### src/rtl/boot_mode_pkg.sv
// Shared types and constants for the boot-mode controller: FSM state encoding,
// loader word-access constants and the saturating write-counter helper.
package boot_mode_pkg;

  typedef enum logic [1:0] {
    ST_RUN  = 2'd0,
    ST_HOLD = 2'd1,
    ST_LOAD = 2'd2,
    ST_DONE = 2'd3
  } boot_state_t;

  localparam logic [2:0]  LOAD_TYPE_WORD   = 3'b111;
  localparam int          UPG_DMEM_SEL_BIT = 14;
  localparam int          WORD_COUNT_W     = 15;
  localparam logic [14:0] WORD_COUNT_MAX   = 15'h7FFF;

  // Counts every loader write but never wraps, so a runaway loader stays visible.
  function automatic logic [14:0] sat_inc_count(input logic [14:0] value);
    return (value == WORD_COUNT_MAX) ? value : value + 15'd1;
  endfunction

endpackage

### src/rtl/boot_mode_ctrl_if.sv
// Bundle of loader, CPU and memory-port signals around the boot-mode controller.
// The controller takes the slave view; the surrounding SoC or bench takes master.
interface boot_mode_ctrl_if;
  import boot_mode_pkg::*;

  logic        start_uart;

  logic        upg_wen;
  logic [14:0] upg_addr;
  logic [31:0] upg_data;
  logic        upg_done;

  logic [15:0] cpu_pc;
  logic        cpu_mem_write;
  logic [31:0] cpu_daddr;
  logic [2:0]  cpu_load_type;
  logic [31:0] cpu_wdata;

  logic        upg_rst;
  logic        cpu_hold;

  logic        imem_wea;
  logic [13:0] imem_addr;
  logic [31:0] imem_din;

  logic        dmem_we;
  logic [31:0] dmem_addr;
  logic [2:0]  dmem_load_type;
  logic [31:0] dmem_din;

  logic [1:0]  mode;
  logic [14:0] word_count;
  logic        load_err;
  logic        load_abort;

  modport slave (
    input  start_uart,
    input  upg_wen, upg_addr, upg_data, upg_done,
    input  cpu_pc, cpu_mem_write, cpu_daddr, cpu_load_type, cpu_wdata,
    output upg_rst, cpu_hold,
    output imem_wea, imem_addr, imem_din,
    output dmem_we, dmem_addr, dmem_load_type, dmem_din,
    output mode, word_count, load_err, load_abort
  );

  modport master (
    output start_uart,
    output upg_wen, upg_addr, upg_data, upg_done,
    output cpu_pc, cpu_mem_write, cpu_daddr, cpu_load_type, cpu_wdata,
    input  upg_rst, cpu_hold,
    input  imem_wea, imem_addr, imem_din,
    input  dmem_we, dmem_addr, dmem_load_type, dmem_din,
    input  mode, word_count, load_err, load_abort
  );

endinterface

### src/rtl/sync_debounce.sv
// Two-flop synchronizer followed by a consecutive-sample debouncer for the
// start_uart switch; the output level only moves after a stable run of samples.
module sync_debounce #(
  parameter int DEBOUNCE_CYCLES = 16
) (
  input  logic clk,
  input  logic reset,
  input  logic i_async,
  output logic o_level
);

  localparam int            CW       = (DEBOUNCE_CYCLES > 1) ? $clog2(DEBOUNCE_CYCLES) : 1;
  localparam logic [CW-1:0] CNT_LAST = CW'(DEBOUNCE_CYCLES - 1);

  logic          r_sync1;
  logic          r_sync2;
  logic          r_level;
  logic [CW-1:0] r_cnt;

  // NOTE: sequential state uses non-blocking assignments so every flop samples
  // pre-edge values; reset is synchronous, sampled only on the clock edge.
  always_ff @(posedge clk) begin
    if (reset) begin
      r_sync1 <= 1'b0;
      r_sync2 <= 1'b0;
      r_level <= 1'b0;
      r_cnt   <= '0;
    end else begin
      r_sync1 <= i_async;
      r_sync2 <= r_sync1;
      // r_cnt holds how many differing samples have been seen back to back.
      if (r_sync2 == r_level) begin
        r_cnt <= '0;
      end else if (r_cnt == CNT_LAST) begin
        r_level <= r_sync2;
        r_cnt   <= '0;
      end else begin
        r_cnt <= r_cnt + CW'(1);
      end
    end
  end

  assign o_level = r_level;

endmodule

### src/rtl/boot_mode_ctrl.sv
// Boot-mode controller: freezes the CPU while a UART loader writes IMEM/DMEM,
// then releases it from PC 0 once the start switch is dropped.
module boot_mode_ctrl
  import boot_mode_pkg::*;
#(
  parameter int DEBOUNCE_CYCLES = 16,
  parameter int DMEM_WORDS      = 16384
) (
  input  logic             clk,
  input  logic             reset,
  boot_mode_ctrl_if.slave  bus
);

  localparam logic [31:0] DMEM_LIMIT = 32'(DMEM_WORDS);

  boot_state_t       r_state;
  boot_state_t       w_next_state;
  logic [14:0]       r_word_count;
  logic              r_load_err;
  logic              r_load_abort;

  logic              w_start_db;
  logic [13:0]       w_upg_idx;
  logic              w_upg_is_dmem;
  logic              w_dmem_in_range;
  logic              w_load_wen;
  logic              w_out_of_range;
  logic              w_enter_hold;
  logic              w_abort;
  logic              w_unused_pc_lsbs;

  sync_debounce #(
    .DEBOUNCE_CYCLES (DEBOUNCE_CYCLES)
  ) u_sync_debounce (
    .clk     (clk),
    .reset   (reset),
    .i_async (bus.start_uart),
    .o_level (w_start_db)
  );

  assign w_upg_idx        = bus.upg_addr[13:0];
  assign w_upg_is_dmem    = bus.upg_addr[UPG_DMEM_SEL_BIT];
  assign w_dmem_in_range  = ({18'd0, w_upg_idx} < DMEM_LIMIT);
  assign w_load_wen       = (r_state == ST_LOAD) && bus.upg_wen;
  assign w_out_of_range   = w_load_wen && w_upg_is_dmem && !w_dmem_in_range;
  assign w_enter_hold     = (r_state == ST_RUN) && w_start_db;
  assign w_abort          = (r_state == ST_LOAD) && !w_start_db && !bus.upg_done;
  assign w_unused_pc_lsbs = ^bus.cpu_pc[1:0];

  // NOTE: every signal written in always_comb gets a default first, so no path
  // leaves it unassigned and no latch is inferred.
  always_comb begin
    w_next_state = r_state;
    unique case (r_state)
      ST_RUN:  if (w_start_db) w_next_state = ST_HOLD;
      ST_HOLD: w_next_state = ST_LOAD;
      // A finished load takes priority over a simultaneous switch release.
      ST_LOAD: begin
        if (bus.upg_done)     w_next_state = ST_DONE;
        else if (!w_start_db) w_next_state = ST_RUN;
      end
      ST_DONE: if (!w_start_db) w_next_state = ST_RUN;
      default: w_next_state = ST_RUN;
    endcase
  end

  always_ff @(posedge clk) begin
    if (reset) begin
      r_state      <= ST_RUN;
      r_word_count <= '0;
      r_load_err   <= 1'b0;
      r_load_abort <= 1'b0;
    end else begin
      r_state <= w_next_state;
      if (w_enter_hold) begin
        r_word_count <= '0;
        r_load_err   <= 1'b0;
        r_load_abort <= 1'b0;
      end else begin
        if (w_load_wen)     r_word_count <= sat_inc_count(r_word_count);
        if (w_out_of_range) r_load_err   <= 1'b1;
        if (w_abort)        r_load_abort <= 1'b1;
      end
    end
  end

  // Memory-port muxes depend only on the registered state, so a mode change
  // takes effect on the same edge the state register updates.
  always_comb begin
    bus.upg_rst        = 1'b1;
    bus.cpu_hold       = 1'b1;
    bus.imem_wea       = 1'b0;
    bus.imem_addr      = bus.cpu_pc[15:2];
    bus.imem_din       = 32'd0;
    bus.dmem_we        = 1'b0;
    bus.dmem_addr      = bus.cpu_daddr;
    bus.dmem_load_type = bus.cpu_load_type;
    bus.dmem_din       = bus.cpu_wdata;
    unique case (r_state)
      ST_RUN: begin
        bus.cpu_hold = 1'b0;
        bus.dmem_we  = bus.cpu_mem_write;
      end
      ST_LOAD: begin
        bus.upg_rst        = 1'b0;
        bus.imem_wea       = bus.upg_wen && !w_upg_is_dmem;
        bus.imem_addr      = w_upg_idx;
        bus.imem_din       = bus.upg_data;
        bus.dmem_we        = bus.upg_wen && w_upg_is_dmem && w_dmem_in_range;
        bus.dmem_addr      = {16'd0, w_upg_idx, 2'b00};
        bus.dmem_load_type = LOAD_TYPE_WORD;
        bus.dmem_din       = bus.upg_data;
      end
      default: ;
    endcase
  end

  assign bus.mode       = r_state;
  assign bus.word_count = r_word_count;
  assign bus.load_err   = r_load_err;
  assign bus.load_abort = r_load_abort;

endmodule

### src/flat_wrapper.sv
// flat-port wrapper written by rule: the top's interface ports become plain ports
module boot_mode_ctrl_flat import boot_mode_pkg::*;
#(
  parameter int DEBOUNCE_CYCLES = 16,
  parameter int DMEM_WORDS      = 16384
)
  (clk, reset, bus_start_uart, bus_upg_wen, bus_upg_addr, bus_upg_data, bus_upg_done, bus_cpu_pc, bus_cpu_mem_write, bus_cpu_daddr, bus_cpu_load_type, bus_cpu_wdata, bus_upg_rst, bus_cpu_hold, bus_imem_wea, bus_imem_addr, bus_imem_din, bus_dmem_we, bus_dmem_addr, bus_dmem_load_type, bus_dmem_din, bus_mode, bus_word_count, bus_load_err, bus_load_abort);
  boot_mode_ctrl_if bus_i ();
  input  logic clk;
  input  logic reset;
  input wire logic [$bits(bus_i.start_uart)-1:0] bus_start_uart;
  input wire logic [$bits(bus_i.upg_wen)-1:0] bus_upg_wen;
  input wire logic [$bits(bus_i.upg_addr)-1:0] bus_upg_addr;
  input wire logic [$bits(bus_i.upg_data)-1:0] bus_upg_data;
  input wire logic [$bits(bus_i.upg_done)-1:0] bus_upg_done;
  input wire logic [$bits(bus_i.cpu_pc)-1:0] bus_cpu_pc;
  input wire logic [$bits(bus_i.cpu_mem_write)-1:0] bus_cpu_mem_write;
  input wire logic [$bits(bus_i.cpu_daddr)-1:0] bus_cpu_daddr;
  input wire logic [$bits(bus_i.cpu_load_type)-1:0] bus_cpu_load_type;
  input wire logic [$bits(bus_i.cpu_wdata)-1:0] bus_cpu_wdata;
  output wire logic [$bits(bus_i.upg_rst)-1:0] bus_upg_rst;
  output wire logic [$bits(bus_i.cpu_hold)-1:0] bus_cpu_hold;
  output wire logic [$bits(bus_i.imem_wea)-1:0] bus_imem_wea;
  output wire logic [$bits(bus_i.imem_addr)-1:0] bus_imem_addr;
  output wire logic [$bits(bus_i.imem_din)-1:0] bus_imem_din;
  output wire logic [$bits(bus_i.dmem_we)-1:0] bus_dmem_we;
  output wire logic [$bits(bus_i.dmem_addr)-1:0] bus_dmem_addr;
  output wire logic [$bits(bus_i.dmem_load_type)-1:0] bus_dmem_load_type;
  output wire logic [$bits(bus_i.dmem_din)-1:0] bus_dmem_din;
  output wire logic [$bits(bus_i.mode)-1:0] bus_mode;
  output wire logic [$bits(bus_i.word_count)-1:0] bus_word_count;
  output wire logic [$bits(bus_i.load_err)-1:0] bus_load_err;
  output wire logic [$bits(bus_i.load_abort)-1:0] bus_load_abort;
  assign bus_i.start_uart = bus_start_uart;
  assign bus_i.upg_wen = bus_upg_wen;
  assign bus_i.upg_addr = bus_upg_addr;
  assign bus_i.upg_data = bus_upg_data;
  assign bus_i.upg_done = bus_upg_done;
  assign bus_i.cpu_pc = bus_cpu_pc;
  assign bus_i.cpu_mem_write = bus_cpu_mem_write;
  assign bus_i.cpu_daddr = bus_cpu_daddr;
  assign bus_i.cpu_load_type = bus_cpu_load_type;
  assign bus_i.cpu_wdata = bus_cpu_wdata;
  assign bus_upg_rst = bus_i.upg_rst;
  assign bus_cpu_hold = bus_i.cpu_hold;
  assign bus_imem_wea = bus_i.imem_wea;
  assign bus_imem_addr = bus_i.imem_addr;
  assign bus_imem_din = bus_i.imem_din;
  assign bus_dmem_we = bus_i.dmem_we;
  assign bus_dmem_addr = bus_i.dmem_addr;
  assign bus_dmem_load_type = bus_i.dmem_load_type;
  assign bus_dmem_din = bus_i.dmem_din;
  assign bus_mode = bus_i.mode;
  assign bus_word_count = bus_i.word_count;
  assign bus_load_err = bus_i.load_err;
  assign bus_load_abort = bus_i.load_abort;
  boot_mode_ctrl #(.DEBOUNCE_CYCLES(DEBOUNCE_CYCLES), .DMEM_WORDS(DMEM_WORDS)) u_core (.clk(clk), .reset(reset), .bus(bus_i));
endmodule
### config.mk
export PLATFORM = sky130hd
export DESIGN_NAME = boot_mode_ctrl_flat
export DESIGN_NICKNAME = d
export VERILOG_FILES = /design/src/rtl/boot_mode_pkg.sv /design/src/rtl/boot_mode_ctrl_if.sv /design/src/rtl/sync_debounce.sv /design/src/rtl/boot_mode_ctrl.sv /design/src/flat_wrapper.sv
export SDC_FILE = /design/constraint.sdc
export NUM_CORES = 1
export LEC_CHECK = 0
export CORE_AREA = 4 4 103 105
export DETAILED_ROUTE_END_ITERATION = 8
export DIE_AREA = 0 0 107 109
export PLACE_DENSITY = 0.71
export SETUP_SLACK_MARGIN = 0.02
export SLEW_MARGIN = 20
export SYNTH_ARGS = -nofsm -noshare
export SYNTH_HDL_FRONTEND = slang
export SYNTH_HIERARCHICAL = 1
export SYNTH_SLANG_ARGS = --single-unit
### constraint.sdc
create_clock -name clk -period 2 [get_ports clk]
set_input_delay 0.4 -clock clk [delete_from_list [all_inputs] [get_ports clk]]
set_output_delay 0.4 -clock clk [all_outputs]
set_load 0.01 [all_outputs]
==> results.cfg, run 1 <==
[critical_path]
cp_top_family = buffers and inverters
startpoint = u_core/bus.mode[1]
crit_path_start_kind = register
endpoint_kind = output port
crit_type = reg -> out
crit_arrival_ns = 1.53
cp_slowest_stage_delay_ns = 0.33
cp.required_ns = 1.60
crit_fanout = 10
crit_chain = nor2b_4 > buf_12 > buf_6 > clkbuf_16 > or2_2 > buf_2
cp_slowest_cell = dfxtp_2
r2r-start = u_core/bus.word_count[0]
path_buf_inv = 4

[sta]
setup_viol = 0
skew_ns = 0.002782
fin_crit_sh_pct = 96.47
timing.hold.ws_ns = 0.4453
clock.fmax_ghz = 0.5183
report.final.slew_viol_count = 0
finalWorstPathRequiredPeriod_ns = 1.929
hold_viol = 0
rsz0062_at_grt = false

[logic_synthesis]
yosysWarnings = 6
synthCells = 307
synth_cell_types = 47
ys_ff_latch = 25
yosysSeqAreaShare_pct = 23.95
syn_area_sq_um = 2090
syn-mean-instance-area_sq_um = 6.806
syn-num-nets = 445
synthArstFlopShare_pct = 0
synth_ff_type = dfxtp_1
synth-edff-count = 0

[routing]
totalWireLength_microns = 12890
drc = 0
vias = 3263
drtIter0Drc = 178
first_pass_iters = 4
wl_per_cell_microns = 17.87
antenna_left = 0
vias_per_cell = 4.526

[floorplan]
initial_core_util_pct = 21.68
die_area_sq_um = 11660
dieHeight_microns = 109
coreArea_sq_um = 9639
die_x_microns = 107
num_io_pins = 272
rows = 36

[global_route]
grt-ovfl-total = 0
grt_pass1_wl_microns = 17310
antenna_found_initial = 4
grt_max_degree = 34
grt.total_usage_pct = 18.82
grt_pass1_vias = 3139

[hold_path]
hp-start = u_core/u_sync_debounce/r_sync1
hp-class = reg -> reg

[power_and_ir_drop]
power.density_nw_per_um2 = 262.2
total_power_mw = 1.329
power.leakage_nw = 2.689
peakVddDrop_uv = 249.8

[finish]
final_area_sq_um = 5071
areaGrowthSynthToFinish_pct = 142.7
final_nets = 727
nFillCells = 954
drive_above_1_share_pct = 16.67
diodes = 0

[run_status]
status = completed

[clock_tree]
clk_pin_slew_ns = 0.08
cts.sinks = 25
cts_root_buffer = clkbuf_8
cts_buffers = 3
cts_buffer_depth = 2
insertion_delay_ns = 0.26
cts_tree = yes
ctsHtreeMaxLevel = 1

[placed_design]
hpwl_microns = 10260
postPlaceCellArea_sq_um = 5019
place_congestion = 0.8467
port_buffers = 268

[flow_run]
drv_cap = 0
==> cells in the mapped netlist (5+ instances only) <==
library cell,count,share of area (%)
a21o_1,32,11
inv_1,5,0.90
nand2_1,75,13
dfxtp_1,25,24
nand3_1,7,1.7
or4_1,5,1.8
nor2_1,16,2.9
nor2b_1,21,6.3
clkbuf_1,14,2.5
and2_1,32,9.6
o31ai_1,6,2.2
a21oi_1,15,3.6
==> state kept, by name, indices dropped and copies added (netlist names) <==
name                            cells
u_core/u_sync_debounce/r_sync2      1
u_core/bus.mode                     2
u_core/bus.load_abort               1
u_core/u_sync_debounce/o_level      1
u_core/u_sync_debounce/r_sync1      1
u_core/u_sync_debounce/r_cnt        4
u_core/bus.word_count              15
==> path summary, 6_finish.rpt <==
| kind | endpoint | slack [ns] | cells after the start |
|---|---|---|---|
| setup / recovery | bus_dmem_load_type[1] | 0.07 | 6 |
| hold / removal | u_core/u_sync_debounce/r_sync2 | 0.45 | 1 |
| setup reg to reg | u_core/bus.word_count[10] | 0.21 | 5 |
| hold reg to reg | u_core/u_sync_debounce/r_sync2 | 0.45 | 1 |
==> final cells by class <==
class,count,area (sq um),area share [%]
clock inverter,1,5.005,0.09869
tap,133,166.4,3.282
multi-input combinational,257,1504,29.66
sequential,25,501.7,9.894
clock buffer,3,41.29,0.8142
timing repair buffer,296,2825,55.71
inverter,6,27.53,0.5428
==> power breakdown <==
group | total, mW | leakage [nW] | internal [mW] | switching, mW
Sequential | 0.501 | 0.202 | 0.500 | 0.00114
Clock | 0.294 | 0.0255 | 0.139 | 0.155
Combinational | 0.535 | 2.46 | 0.361 | 0.174
==> metrics by stage <==
stage	setup TNS, ns	utilization [%]	setup WS [ns]	std cells
2_1_floorplan	0	-	0.1125	307
3_3_place_gp	-1.122	52.06	-0.07013	706
3_5_place_dp	-1.448	52.06	-0.08931	706
4_1_cts	-7.319	51.99	-0.2589	712
5_1_grt	0	52.61	0.01977	721
6_report	0	52.61	0.07060	721
==> metal layers <==
layer	wire, microns	vias to the layer above	global-route usage [%]
met1	4890	1460	21.18
met2	6203	172	32.64
met4	190	8	2.374
li1	-	1603	-
met3	1552	20	9.888
met5	49	-	0
==> cell usage in the layout, fill, tap and decap left out, drive strengths merged, types with 4 or more instances in the layout <==
| cell type | synthesis | final |
|---|---|---|
| buf | 4 | 31 |
| nor2 | 16 | 16 |
| a21oi | 15 | 15 |
| clkdlybuf4s15 | 0 | 5 |
| nand4 | 4 | 4 |
| dfxtp | 25 | 25 |
| and2 | 32 | 32 |
| o31ai | 6 | 6 |
| or4 | 6 | 6 |
| nor2b | 21 | 21 |
| clkbuf | 15 | 48 |
| or2 | 5 | 5 |
| o21ai | 4 | 4 |
| dlygate4sd2 | 0 | 33 |
| a21o | 32 | 32 |
| nand2 | 75 | 75 |
| or3 | 5 | 5 |
| inv | 5 | 6 |
| nand3 | 7 | 7 |
| clkdlybuf4s50 | 0 | 152 |
| dlymetal6s2s | 0 | 30 |
==> what timing repair did <==
item                       in CTS  in global routing
pin swaps                       0                  1
setup buffers                   1                  6
hold buffers                    0                  0
setup endpoints to repair     116                 79
gates resized for setup        94                140
gates cloned                    1                  4
==> kinds of logic after synthesis <==
family	share of synthesized area (%)
other	0.1795
AOI/OAI and AO/OA	22.16
buffers and inverters	4.910
and+or+nand+nor	45.33
muxes	1.018
DFF	23.95
adders and majority gates	1.197
xor gates and xnor gates	1.258
(Power assumes the default switching activity.)
==> inputs of run 2 (changes only) <==
--- a/config.mk
+++ b/config.mk
@@ -5,6 +5,7 @@
 export SDC_FILE = /design/constraint.sdc
 export NUM_CORES = 1
 export LEC_CHECK = 0
+export ABC_AREA = 0
 export CORE_AREA = 4 4 103 105
 export DETAILED_ROUTE_END_ITERATION = 8
 export DIE_AREA = 0 0 107 109
==> results of run 2 <==
No change in the layout: final DEF, timing and power equal those of run 1.
==> inputs of run 3 (changes only) <==
--- a/config.mk
+++ b/config.mk
@@ -6,13 +6,12 @@
 export NUM_CORES = 1
 export LEC_CHECK = 0
 export ABC_AREA = 0
-export CORE_AREA = 4 4 103 105
+export CORE_AREA = 4 4 104 106
 export DETAILED_ROUTE_END_ITERATION = 8
-export DIE_AREA = 0 0 107 109
-export PLACE_DENSITY = 0.71
+export DIE_AREA = 0 0 108 110
+export PLACE_DENSITY = 0.7
 export SETUP_SLACK_MARGIN = 0.02
 export SLEW_MARGIN = 20
 export SYNTH_ARGS = -nofsm -noshare
 export SYNTH_HDL_FRONTEND = slang
-export SYNTH_HIERARCHICAL = 1
 export SYNTH_SLANG_ARGS = --single-unit
==> run 3 against run 2 <==
Compared with the run above: die area increased by 1.9%; cell area decreased by 3.0%; synthesized area increased by 0.84%.
==> results.cfg, run 3 <==
[logic_synthesis]
synth_area_leaders = dfxtp_1 24%, and2_1 15%, nand2_1 14%
yosysWarnings = 0
synthCells = 311
synth_commonest_cells = 77 x nand2_1, 50 x and2_1, 32 x a21o_1, 25 x dfxtp_1, 17 x clkbuf_1
synth_adder_area_share_pct = 1.188
synth_cell_types = 41
synth_ff_type = dfxtp_1
ys_ff_latch = 25
synthSimpleGateAreaFrac_pct = 46.32
yosysSeqAreaShare_pct = 23.75
syn_area_sq_um = 2107
yosysTopAreaCell = dfxtp_1
yosys.cell_count.top_type = nand2_1
synth_top_family_by_area = simple AND/OR/NAND/NOR gates
synth-edff-count = 0
synth_compound_area_share_pct = 20.19
syn-mean-instance-area_sq_um = 6.775
syn-num-nets = 449
synth.top_cell.area_share_pct = 23.75
yosys-mux-area-fraction_pct = 0.9501
synthXorXnorAreaFrac_pct = 2.078
synthArstFlopShare_pct = 0

[finish]
fin_cells = 723
drive_above_1_share_pct = 17.24
areaGrowthSynthToFinish_pct = 133.5
final_cell_mix = 151 x clkdlybuf4s50_1, 75 x nand2_1, 46 x and2_1, 37 x dlygate4sd2_1, 32 x a21o_1
largest_reg_flops = 15
final_nets = 725
final_common_cell = clkdlybuf4s50_1

[clock_tree]
cts.sinks = 25
cts_root_buffer = clkbuf_8
insertion_delay_ns = 0.27
cts_tree = yes
ctsHtreeMaxLevel = 1
clk_pin_slew_ns = 0.08
cts_buffer_depth = 2
cts_buffers = 3

[global_route]
grt_max_degree = 55
grt_pass1_wl_microns = 18310
antenna_found_initial = 6
use_met2_pct = 36.06
met3_usage_pct = 10.08
grt_pass1_vias = 3278
grtUsageMet1_pct = 21.62
gr-max-usage-layer = met2
grt.total_usage_pct = 20.19
grt-ovfl-total = 0

[routing]
drc = 0
totalWireLength_microns = 13450
vias = 3285
wl_per_cell_microns = 18.61
first_pass_iters = 4
drtIter0Drc = 146
vias_per_cell = 4.544
antenna_left = 0

[placed_design]
hpwl_microns = 11470
port_buffers = 268
pre_cts_slack_ns = -0.2983
place_inst = 710
place_congestion = 0.8780

[sta]
timing.hold.ws_ns = 0.4515
max_slew_margin_pct = 64.19
fin_crit_sh_pct = 99.40
tightest_slew_ns = 0.5304
hold_viol = 0
fin_ws_ns = 0.01192
finalWorstPathRequiredPeriod_ns = 1.988
report.final.slew_viol_count = 0
setup_viol = 0
fin_tns_setup_ns = 0
skew_ns = 0.007837
rsz0062_at_grt = true
clock.fmax_ghz = 0.5030

[floorplan]
die_area_sq_um = 11880
num_io_pins = 272
coreArea_sq_um = 9774
die_x_microns = 108
dieHeight_microns = 110
initial_core_util_pct = 21.56
rows = 36

[run_status]
status = completed

[critical_path]
crit_type = reg -> out
ff2ff_path_depth = 6
crit_fanout = 24
endpoint_kind = output port
crit_arrival_ns = 1.59
cp.required_ns = 1.60
crit_path_start_kind = register

[hold_path]
hold_depth = 1
hp-class = reg -> reg

[power_and_ir_drop]
p_sw_uw = 333.8
pwr-share-seq_pct = 37.7
power.density_nw_per_um2 = 270.2
p_clk_share_pct = 22.5
p_comb_share_pct = 39.8
power.leakage_nw = 2.377
internal_power_uw = 995.4
peakVddDrop_uv = 221.3
swShare_pct = 25.11

[flow_run]
drv_cap = 0
==> run 3: changes by cell type after synthesis, moves of 3 or more <==
| cell | change |
|---|---|
| a21oi_1 | -4 |
| and2_1 | +18 |
| buf_2 | -3 |
| clkbuf_1 | +3 |
| nand2b_1 | +5 |
| nor2b_1 | -18 |
| or2_2 | -3 |
==> run 3: repair_timing <==
action,CTS,global route
setup buffers,4,2
gates cloned,1,1
endpoints found under the setup margin,118,89
resized for setup,253,61
hold buffers,0,0
pin swaps,1,1
==> run 3: critical path, stage by stage, from the launching register on <==
cell and delay (ns):
dfxtp_2 0.33, nor2b_4 0.24, inv_4 0.10, buf_12 0.17, a21o_1 0.19, dlygate4sd2_1 0.29
==> run 3: per-layer routing <==
layer	share of wire (%)	vias to the layer above
met5	0.36	-
met3	13	19
li1	-	1611
met1	35	1474
met4	1.3	8
met2	50	173
==> run 3: layout make-up <==
class	instances	area, sq um
Clock buffer	4	45.04
Inverter	5	21.27
Sequential cell	25	501.7
Multi-Input combinational cell	260	1520
Timing Repair Buffer	292	2655
Antenna cell	4	10.01
Tap cell	133	166.4
Fill cell	1002	4855
==> run 3: power groups by stage <==
stage	Combinational (mW)	Clock, mW	Sequential (mW)
global route	0.563	0.329	0.501
global placement	0.594	0	0.512
CTS	0.537	0.307	0.501
finish	0.529	0.299	0.501
detailed placement	0.597	0	0.513
floorplan	0.134	0	0.512
==> run 3: kinds of logic (layout without fill, tap and decap cells) <==
family	Yosys count	in the layout
mux	2	2
fa+ha+maj	2	2
compound gates	61	61
simple gates	189	189
flops	25	25
other cells	1	5
xor+xnor	5	5
buf+inv	26	301
==> run 3: worst paths after layout <==
kind                                                     start                        endpoint  slack (ns)
worst min-delay path            u_core.u_sync_debounce.r_sync1  u_core.u_sync_debounce.r_sync2        0.45
worst max register to register              u_core.bus.mode[0]       u_core.bus.word_count[11]        0.09
worst min register to register  u_core.u_sync_debounce.r_sync1  u_core.u_sync_debounce.r_sync2        0.45
worst max-delay path                        u_core.bus.mode[1]                 bus_dmem_din[2]        0.01
==> run 3: through the flow <==
| stage | instance area [sq um] | power [mW] | util [%] |
|---|---|---|---|
| floorplan | 2110 | 0.6461 | - |
| global placement | 5037 | 1.106 | 51.54 |
| detailed placement | 5037 | 1.110 | 51.54 |
| CTS | 4960 | 1.345 | 50.74 |
| global route | 4915 | 1.393 | 50.28 |
| finish | 4920 | 1.329 | 50.33 |
